$ cat src/rtl/mux_rr_sched_if.sv
// Handshake bundle for the 2:1 mux scheduler: two input lanes, one output lane and the debug counters.
// The slave modport is the scheduler side and the master modport is the producer/consumer side.
interface mux_rr_sched_if #(
  parameter int unsigned DATA_W = 4,
  parameter int unsigned CNT_W  = 8
);
  logic [DATA_W-1:0] data_0;
  logic              valid_0;
  logic              ready_0;
  logic [DATA_W-1:0] data_1;
  logic              valid_1;
  logic              ready_1;
  logic [DATA_W-1:0] data_out;
  logic              valid_out;
  logic              ready_out;
  logic              sel_out;
  logic [CNT_W-1:0]  grant_cnt_0;
  logic [CNT_W-1:0]  grant_cnt_1;

  modport slave (
    input  data_0, valid_0, data_1, valid_1, ready_out,
    output ready_0, ready_1, data_out, valid_out, sel_out, grant_cnt_0, grant_cnt_1
  );

  modport master (
    output data_0, valid_0, data_1, valid_1, ready_out,
    input  ready_0, ready_1, data_out, valid_out, sel_out, grant_cnt_0, grant_cnt_1
  );
endinterface

$ cat src/rtl/mux_rr_sched.sv
// Two-lane valid/ready scheduler feeding one registered output lane.
// Mode 0 is work-conserving round-robin with a burst limit; mode 1 strictly alternates lanes.
module mux_rr_sched #(
  parameter int unsigned DATA_W    = 4,
  parameter int unsigned MAX_BURST = 1,
  parameter int unsigned CNT_W     = 8
) (
  input  logic                 clk,
  input  logic                 reset_L,
  input  logic                 mode,
  input  logic                 clr_cnt,
  mux_rr_sched_if.slave        bus
);

  localparam int unsigned      BURST_W   = (MAX_BURST < 2) ? 1 : $clog2(MAX_BURST + 1);
  localparam logic [BURST_W-1:0] BURST_MAX = BURST_W'(MAX_BURST);
  localparam logic [CNT_W-1:0] CNT_MAX   = '1;

  logic              r_last_lane;
  logic [BURST_W-1:0] r_burst_cnt;
  logic [DATA_W-1:0] r_data_out;
  logic              r_valid_out;
  logic              r_sel_out;
  logic [CNT_W-1:0]  r_cnt_0;
  logic [CNT_W-1:0]  r_cnt_1;

  logic              w_last_lane_nxt;
  logic [BURST_W-1:0] w_burst_cnt_nxt;
  logic [DATA_W-1:0] w_data_out_nxt;
  logic              w_valid_out_nxt;
  logic              w_sel_out_nxt;
  logic [CNT_W-1:0]  w_cnt_0_nxt;
  logic [CNT_W-1:0]  w_cnt_1_nxt;

  logic              w_load;
  logic              w_streak_open;
  logic              w_prio;
  logic              w_gnt_lane;
  logic              w_gnt_vld;
  logic              w_ready_0;
  logic              w_ready_1;
  logic              w_xfer;

  // State register
  always_ff @(posedge clk) begin
    if (!reset_L) begin
      r_last_lane <= 1'b1;
      r_burst_cnt <= '0;
      r_data_out  <= '0;
      r_valid_out <= 1'b0;
      r_sel_out   <= 1'b0;
      r_cnt_0     <= '0;
      r_cnt_1     <= '0;
    end else begin
      r_last_lane <= w_last_lane_nxt;
      r_burst_cnt <= w_burst_cnt_nxt;
      r_data_out  <= w_data_out_nxt;
      r_valid_out <= w_valid_out_nxt;
      r_sel_out   <= w_sel_out_nxt;
      r_cnt_0     <= w_cnt_0_nxt;
      r_cnt_1     <= w_cnt_1_nxt;
    end
  end

  // Arbitration and input handshake; an empty burst count (after reset) hands priority to lane 0
  always_comb begin
    w_load        = ~r_valid_out | bus.ready_out;
    w_streak_open = (r_burst_cnt != '0) && (r_burst_cnt < BURST_MAX);
    w_prio        = w_streak_open ? r_last_lane : ~r_last_lane;
    w_gnt_lane    = 1'b0;
    w_gnt_vld     = 1'b0;
    if (mode) begin
      w_gnt_lane = ~r_last_lane;
      w_gnt_vld  = r_last_lane ? bus.valid_0 : bus.valid_1;
    end else if (w_prio ? bus.valid_1 : bus.valid_0) begin
      w_gnt_lane = w_prio;
      w_gnt_vld  = 1'b1;
    end else if (w_prio ? bus.valid_0 : bus.valid_1) begin
      w_gnt_lane = ~w_prio;
      w_gnt_vld  = 1'b1;
    end
    w_ready_0 = reset_L & w_load & w_gnt_vld & ~w_gnt_lane;
    w_ready_1 = reset_L & w_load & w_gnt_vld & w_gnt_lane;
    w_xfer    = (w_ready_0 & bus.valid_0) | (w_ready_1 & bus.valid_1);
  end

  // Next-state: output register, burst tracking and saturating grant counters
  always_comb begin
    w_last_lane_nxt = r_last_lane;
    w_burst_cnt_nxt = r_burst_cnt;
    w_data_out_nxt  = r_data_out;
    w_valid_out_nxt = r_valid_out;
    w_sel_out_nxt   = r_sel_out;
    w_cnt_0_nxt     = r_cnt_0;
    w_cnt_1_nxt     = r_cnt_1;

    if (w_xfer) begin
      w_data_out_nxt  = w_gnt_lane ? bus.data_1 : bus.data_0;
      w_sel_out_nxt   = w_gnt_lane;
      w_valid_out_nxt = 1'b1;
      w_last_lane_nxt = w_gnt_lane;
      if (w_gnt_lane == r_last_lane) begin
        w_burst_cnt_nxt = (r_burst_cnt == BURST_MAX) ? r_burst_cnt
                                                     : r_burst_cnt + BURST_W'(1);
      end else begin
        w_burst_cnt_nxt = BURST_W'(1);
      end
      if (!w_gnt_lane && (r_cnt_0 != CNT_MAX)) w_cnt_0_nxt = r_cnt_0 + CNT_W'(1);
      if (w_gnt_lane && (r_cnt_1 != CNT_MAX))  w_cnt_1_nxt = r_cnt_1 + CNT_W'(1);
    end else if (w_load) begin
      w_valid_out_nxt = 1'b0;
    end

    if (clr_cnt) begin
      w_cnt_0_nxt = '0;
      w_cnt_1_nxt = '0;
    end
  end

  assign bus.ready_0     = w_ready_0;
  assign bus.ready_1     = w_ready_1;
  assign bus.data_out    = r_data_out;
  assign bus.valid_out   = r_valid_out;
  assign bus.sel_out     = r_sel_out;
  assign bus.grant_cnt_0 = r_cnt_0;
  assign bus.grant_cnt_1 = r_cnt_1;

endmodule

$ cat src/flat_wrapper.sv
// flat-port wrapper written by rule: the top's interface ports become plain ports
module mux_rr_sched_flat 
#(
  parameter int unsigned DATA_W    = 4,
  parameter int unsigned MAX_BURST = 1,
  parameter int unsigned CNT_W     = 8
)
  (clk, reset_L, mode, clr_cnt, bus_data_0, bus_valid_0, bus_data_1, bus_valid_1, bus_ready_out, bus_ready_0, bus_ready_1, bus_data_out, bus_valid_out, bus_sel_out, bus_grant_cnt_0, bus_grant_cnt_1);
  mux_rr_sched_if #(.DATA_W(DATA_W), .CNT_W(CNT_W)) bus_i ();
  input  logic clk;
  input  logic reset_L;
  input  logic mode;
  input  logic clr_cnt;
  input wire logic [$bits(bus_i.data_0)-1:0] bus_data_0;
  input wire logic [$bits(bus_i.valid_0)-1:0] bus_valid_0;
  input wire logic [$bits(bus_i.data_1)-1:0] bus_data_1;
  input wire logic [$bits(bus_i.valid_1)-1:0] bus_valid_1;
  input wire logic [$bits(bus_i.ready_out)-1:0] bus_ready_out;
  output wire logic [$bits(bus_i.ready_0)-1:0] bus_ready_0;
  output wire logic [$bits(bus_i.ready_1)-1:0] bus_ready_1;
  output wire logic [$bits(bus_i.data_out)-1:0] bus_data_out;
  output wire logic [$bits(bus_i.valid_out)-1:0] bus_valid_out;
  output wire logic [$bits(bus_i.sel_out)-1:0] bus_sel_out;
  output wire logic [$bits(bus_i.grant_cnt_0)-1:0] bus_grant_cnt_0;
  output wire logic [$bits(bus_i.grant_cnt_1)-1:0] bus_grant_cnt_1;
  assign bus_i.data_0 = bus_data_0;
  assign bus_i.valid_0 = bus_valid_0;
  assign bus_i.data_1 = bus_data_1;
  assign bus_i.valid_1 = bus_valid_1;
  assign bus_i.ready_out = bus_ready_out;
  assign bus_ready_0 = bus_i.ready_0;
  assign bus_ready_1 = bus_i.ready_1;
  assign bus_data_out = bus_i.data_out;
  assign bus_valid_out = bus_i.valid_out;
  assign bus_sel_out = bus_i.sel_out;
  assign bus_grant_cnt_0 = bus_i.grant_cnt_0;
  assign bus_grant_cnt_1 = bus_i.grant_cnt_1;
  mux_rr_sched #(.DATA_W(DATA_W), .MAX_BURST(MAX_BURST), .CNT_W(CNT_W)) u_core (.clk(clk), .reset_L(reset_L), .mode(mode), .clr_cnt(clr_cnt), .bus(bus_i));
endmodule
$ cat config.mk
export PLATFORM = sky130hd
export DESIGN_NAME = mux_rr_sched_flat
export DESIGN_NICKNAME = d
export VERILOG_FILES = /design/src/rtl/mux_rr_sched_if.sv /design/src/rtl/mux_rr_sched.sv /design/src/flat_wrapper.sv
export SDC_FILE = /design/constraint.sdc
export NUM_CORES = 1
export LEC_CHECK = 0
export ABC_AREA = 1
export CORE_MARGIN = 2
export CORE_UTILIZATION = 50
export CTS_CLUSTER_SIZE = 40
export DETAILED_ROUTE_END_ITERATION = 6
export GPL_TIMING_DRIVEN = 0
export PLACE_DENSITY = 0.84
export SLEW_MARGIN = 15
export SYNTH_ARGS = -nofsm -noshare
export SYNTH_HDL_FRONTEND = slang
export SYNTH_SLANG_ARGS = --single-unit
$ cat constraint.sdc
create_clock -name clk -period 4 [get_ports clk]
set_input_delay 0.8 -clock clk [delete_from_list [all_inputs] [get_ports clk]]
set_output_delay 0.8 -clock clk [all_outputs]
set_load 0.05 [all_outputs]
Yosys cells after proc, flatten, opt, wreduce, memory -nomap -nowiden
Cells that the tools add are included.
{"block": "word_totals", "memories": 0, "reg_bits": 24, "ram_bits": 0, "in_bits": 15, "romBits": 0, "latch_bits": 0}
{"block": "op_classes", "bitwise": 13, "multipliers": 0, "addsub": 3, "n_mux": 15, "eq_ne": 3, "div": 0, "n_lt_le_gt_ge": 1, "n_shift": 0, "n_reduce_logical": 8}
{"op": "$add 8x1->8 const B", "count": 2}
{"op": "$ne 8x8->1 const B", "count": 2}
{"op": "$mux 1", "count": 14}
{"op": "$and 1x1->1", "count": 6}
{"op": "$not 1->1", "count": 5}
{"op": "$mux 4", "count": 1}
{"op": "$reduce_and 2->1", "count": 2}
{"op": "$logic_and 1x1->1", "count": 3}
{"op": "$or 1x1->1", "count": 2}
{"op": "$reduce_bool 2->1", "count": 1}
{"op": "$reduce_or 2->1", "count": 1}
{"op": "$add 1x1->1 const B", "count": 1}
{"op": "$eq 1x1->1", "count": 1}
{"op": "$logic_not 1->1", "count": 1}
{"op": "$lt 1x1->1 const B", "count": 1}

Longest topological paths before layout
{"block": "depth", "depth_word": 12, "mapped_depth": 10}

Least setup slack after synthesis
OpenSTA, ideal clock, no wires.
{"block": "synth_path", "kind": "input port to output port", "from": "input bus_ready_out", "to": "output bus_ready_0", "path_slack_ns": 1.419, "path_stages": 6, "n_path_buf": 0, "arrival_time_ns": 1.781, "path_cell_list": "inv_1 -> nand2_1 -> nand2_1 -> inv_1 -> nand2_4 -> nor2_1"}
{"block": "synth_between", "elab_chain_len": 4}
{"item": "start: declaration", "line_no": "flat_wrapper.sv:18", "text": "input wire logic [$bits(bus_i.ready_out)-1:0] bus_ready_out;"}
{"item": "$or 1x1->1", "line_no": "mux_rr_sched.sv:67", "text": "w_load = ~r_valid_out | bus.ready_out;"}
{"item": "$and 1x1->1 (3 in a row)", "line_no": "mux_rr_sched.sv:82", "text": "w_ready_0 = reset_L & w_load & w_gnt_vld & ~w_gnt_lane;"}
{"item": "end: declaration", "line_no": "flat_wrapper.sv:19", "text": "output wire logic [$bits(bus_i.ready_0)-1:0] bus_ready_0;"}
Every way passes these cells.

Final worst setup path
{"block": "layout_path", "from": "input mode", "to": "output bus_ready_1"}
{"block": "layout_between", "elab_chain_len": 3, "word_cells_on_any_way": 4}
{"item": "start: declaration", "line_no": "flat_wrapper.sv:12", "text": "input logic mode;"}
{"item": "$mux 1", "line_no": "mux_rr_sched.sv:72", "text": "if (mode) begin"}
{"item": "$and 1x1->1", "line_no": "mux_rr_sched.sv:83", "text": "w_ready_1 = reset_L & w_load & w_gnt_vld & w_gnt_lane;"}
{"item": "$and 1x1->1 *", "line_no": "mux_rr_sched.sv:83"}
{"item": "end: declaration", "line_no": "flat_wrapper.sv:20", "text": "output wire logic [$bits(bus_i.ready_1)-1:0] bus_ready_1;"}
Mark *: on every way between the ends. The rest lies on a longest branch, timed or not.

==> impl_metrics.ini <==
[pwr]
p_leak_nw = 0.7373
powerDensity_nw_per_um2 = 262.0
peakVddDrop_mv = 0.1913

[global_routing]
grt_overflow = 0
grt_usage_pct = 19.67
antenna_found_initial = 0
grt_pass1_wl_mm = 5.078
grt_max_degree = 13
first_global_vias = 1225

[synthesis]
synth_area_sq_um = 1328
synthFlopType = dfxtp_1
ys_seq_elements = 23
syn_area_per_cell_sq_um = 6.572
synthTopCellsByCount = nand2_1 (61), nor2_1 (28), dfxtp_1 (23)
ys_seq_area_share_pct = 34.68
synth_edf_count = 0
synthCells = 202
synthDistinctLibCells = 23
syn_nets = 219
synth_top_area_cell = dfxtp_1
async_reset_ff_share_pct = 0
netlist.area_leader.share_pct = 34.68
synth_most_common_cell = nand2_1
ys_top_cells_by_area = dfxtp_1 (35%), nand2_1 (17%), nor2_1 (7.9%)
ys_warn_count = 0

[detailed_routing]
wl_per_cell_um = 10.47
wl_mm = 2.868
ant_nets = 0
vias = 1347
drcViolationCount = 0
firstDrtPassIters = 4
initialDrtViolationCount = 33
viasPerCell = 4.916

[die]
rows = 18
coreArea_sq_um = 2500
ioPinCount = 39
die_y_um = 55.53
die_w_um = 55.53
start_util_pct = 53.10
die_area_sq_um = 3083

[timing]
setup_tns_ns = 0
relSlewSlack_pct = 66.35
max_freq_mhz = 270.0
finalCritPeriodShare_pct = 92.58
final_max_slew_viol_count = 0
min_period_ns = 3.703
worstMarginPinSlew_ns = 0.5031
fin_skew_ns = 0.001297
rsz0062_at_grt = false
hold_viol_final = 0
setup_violations = 0
fin_ws_ns = 0.2969

[place]
dp.cells = 270
dpl_worst_slack_ns = 0.2864
gp_congestion = 0.8113
port_buffers = 38
dpl.hpwl_mm = 2.161

[clocking]
cts_buffers = 3
clockBufferDepth = 2
root_buffer = clkbuf_4
tritoncts = done
post_cts_buffers = 0
hold_buffers = 0
cts.clk_slew.worst_paths_ns = 0.12
cts_sinks = 23
clkLatencyLatePin_ns = 0.31
htreeDepth = 1
postCtsResizedCells = 0

[critical_path]
rr_startpoint = u_core.bus.grant_cnt_1[0]$_SDFFE_PP0P_
worstSetupPathType = in -> out
path_max_fanout = 10
cp_num_buf_inv = 5
rrSetupSlack_ns = 2.43
crit_arrival_ns = 2.90
rr_worst_depth = 9
start_kind = input port
crit_path_end = bus_ready_1
critPathCaptureType = output port
cpMaxStageDelayCell = clkdlybuf4s50_1
r2r_end = u_core.bus.grant_cnt_1[1]$_SDFFE_PP0P_
worst_ep_required_time_ns = 3.20
cp_top_family = buffers and inverters
path_cells = clkdlybuf4s50_1 > nand2_4 > nand2_2 > nand2_2 > nand2_4 > inv_6 > buf_6 > nand2_1 > inv_1 > clkdlybuf4s50_1
slowest_delay_ns = 0.79
cp_num_cells = 10
crit_start = mode

[layout]
nets = 262
antenna_cells = 0
drive_gt1_share_pct = 8.197
stdcell_count = 274
area_growth_syn_to_layout_pct = 33.46

[outcome]
status = finished, final reports clean

[run]
maxCapViolCount = 0

[min_path]
hold_class = reg -> reg
-- state kept, by name (all words and copies together) (netlist names) --
name and cells:
u_core.bus.data_out 4, u_core.bus.grant_cnt_0 8, u_core.bus.grant_cnt_1 8, u_core.bus.sel_out 1
u_core.bus.valid_out 1, u_core.r_last_lane 1
-- worst min-delay path: stages, from the launching register on --
cell	delay (ns)
dfxtp_1	0.33
nand2_1	0.06
a21oi_1	0.06
-- metrics by stage --
step	hold slack (ns)	cell area, sq um	util [%]	power, mW
after CTS	0.4834	1772	70.87	0.4682
final	0.4795	1772	70.87	0.4642
after floorplan	0.5178	1328	-	0.3207
after global placement	0.4612	1745	69.82	0.3599
after global routing	0.5174	1772	70.87	0.4912
after detailed placement	0.4653	1745	69.82	0.3608
-- how the worst min path moves through the flow --
stage / startpoint / end / slack, ns / cells past startpoint
4_1_cts: u_core.bus.sel_out$_SDFFE_PN0P_ / u_core.bus.sel_out$_SDFFE_PN0P_ / 0.48 / 2
3_5_place_dp: u_core.bus.sel_out$_SDFFE_PN0P_ / u_core.bus.sel_out$_SDFFE_PN0P_ / 0.47 / 2
6_report: u_core.bus.sel_out$_SDFFE_PN0P_ / u_core.bus.sel_out$_SDFFE_PN0P_ / 0.48 / 2
5_1_grt: u_core.bus.sel_out$_SDFFE_PN0P_ / u_core.bus.sel_out$_SDFFE_PN0P_ / 0.52 / 2
3_3_place_gp: u_core.bus.sel_out$_SDFFE_PN0P_ / u_core.bus.sel_out$_SDFFE_PN0P_ / 0.46 / 2
2_1_floorplan: u_core.r_last_lane$_SDFFE_PN1P_ / u_core.r_last_lane$_SDFFE_PN1P_ / 0.52 / 2
-- cell families (layout without fill, tap and decap cells) --
group	Yosys count	in the layout	share of synthesized area, %
flops	23	23	34.68
buf+inv	26	68	8.859
fa+ha+maj	2	2	1.885
xor+xnor	4	4	2.640
simple gates	125	125	43.45
compound gates	22	22	8.483
-- metal layers --
metal  GRT usage, %  vias up  part of all wire (%)
li1               -      721                     -
met1          25.04      589                    47
met2          34.18       35                    48
met3          5.152        2                   4.8
met4          2.439        0                  0.45
met5              0        -                     0
-- cell type report --
type                            instances  area, sq um
Multi-Input combinational cell        153        749.5
Fill cell                             232        728.2
Sequential cell                        23        460.4
Timing Repair Buffer                   38        380.4
Inverter                               24        95.09
Tap cell                               30        37.54
Clock buffer                            4        26.28
Buffer                                  2        22.52
-- where the power goes --
part           leakage, nW  total [mW]  internal, mW  switching (mW)
clock network       0.0150       0.109        0.0390          0.0701
logic                0.536       0.114        0.0431          0.0712
registers            0.187       0.241         0.236         0.00460
-- cell usage in the layout (no fill, tap or decap), drive strengths merged --
cell           netlist  routed
o211ai               1       1
nand3b               2       2
dfxtp               23      23
ha                   2       2
nand3               20      20
clkbuf               0       4
buf                  2       2
nand4                2       2
nor3                 2       2
nand2               68      68
nor2                31      31
clkinv               1       1
xnor2                1       1
a21oi               14      14
o21ai                7       7
inv                 23      23
clkdlybuf4s50        0      38
xor2                 3       3
(Power assumes the default switching activity.)
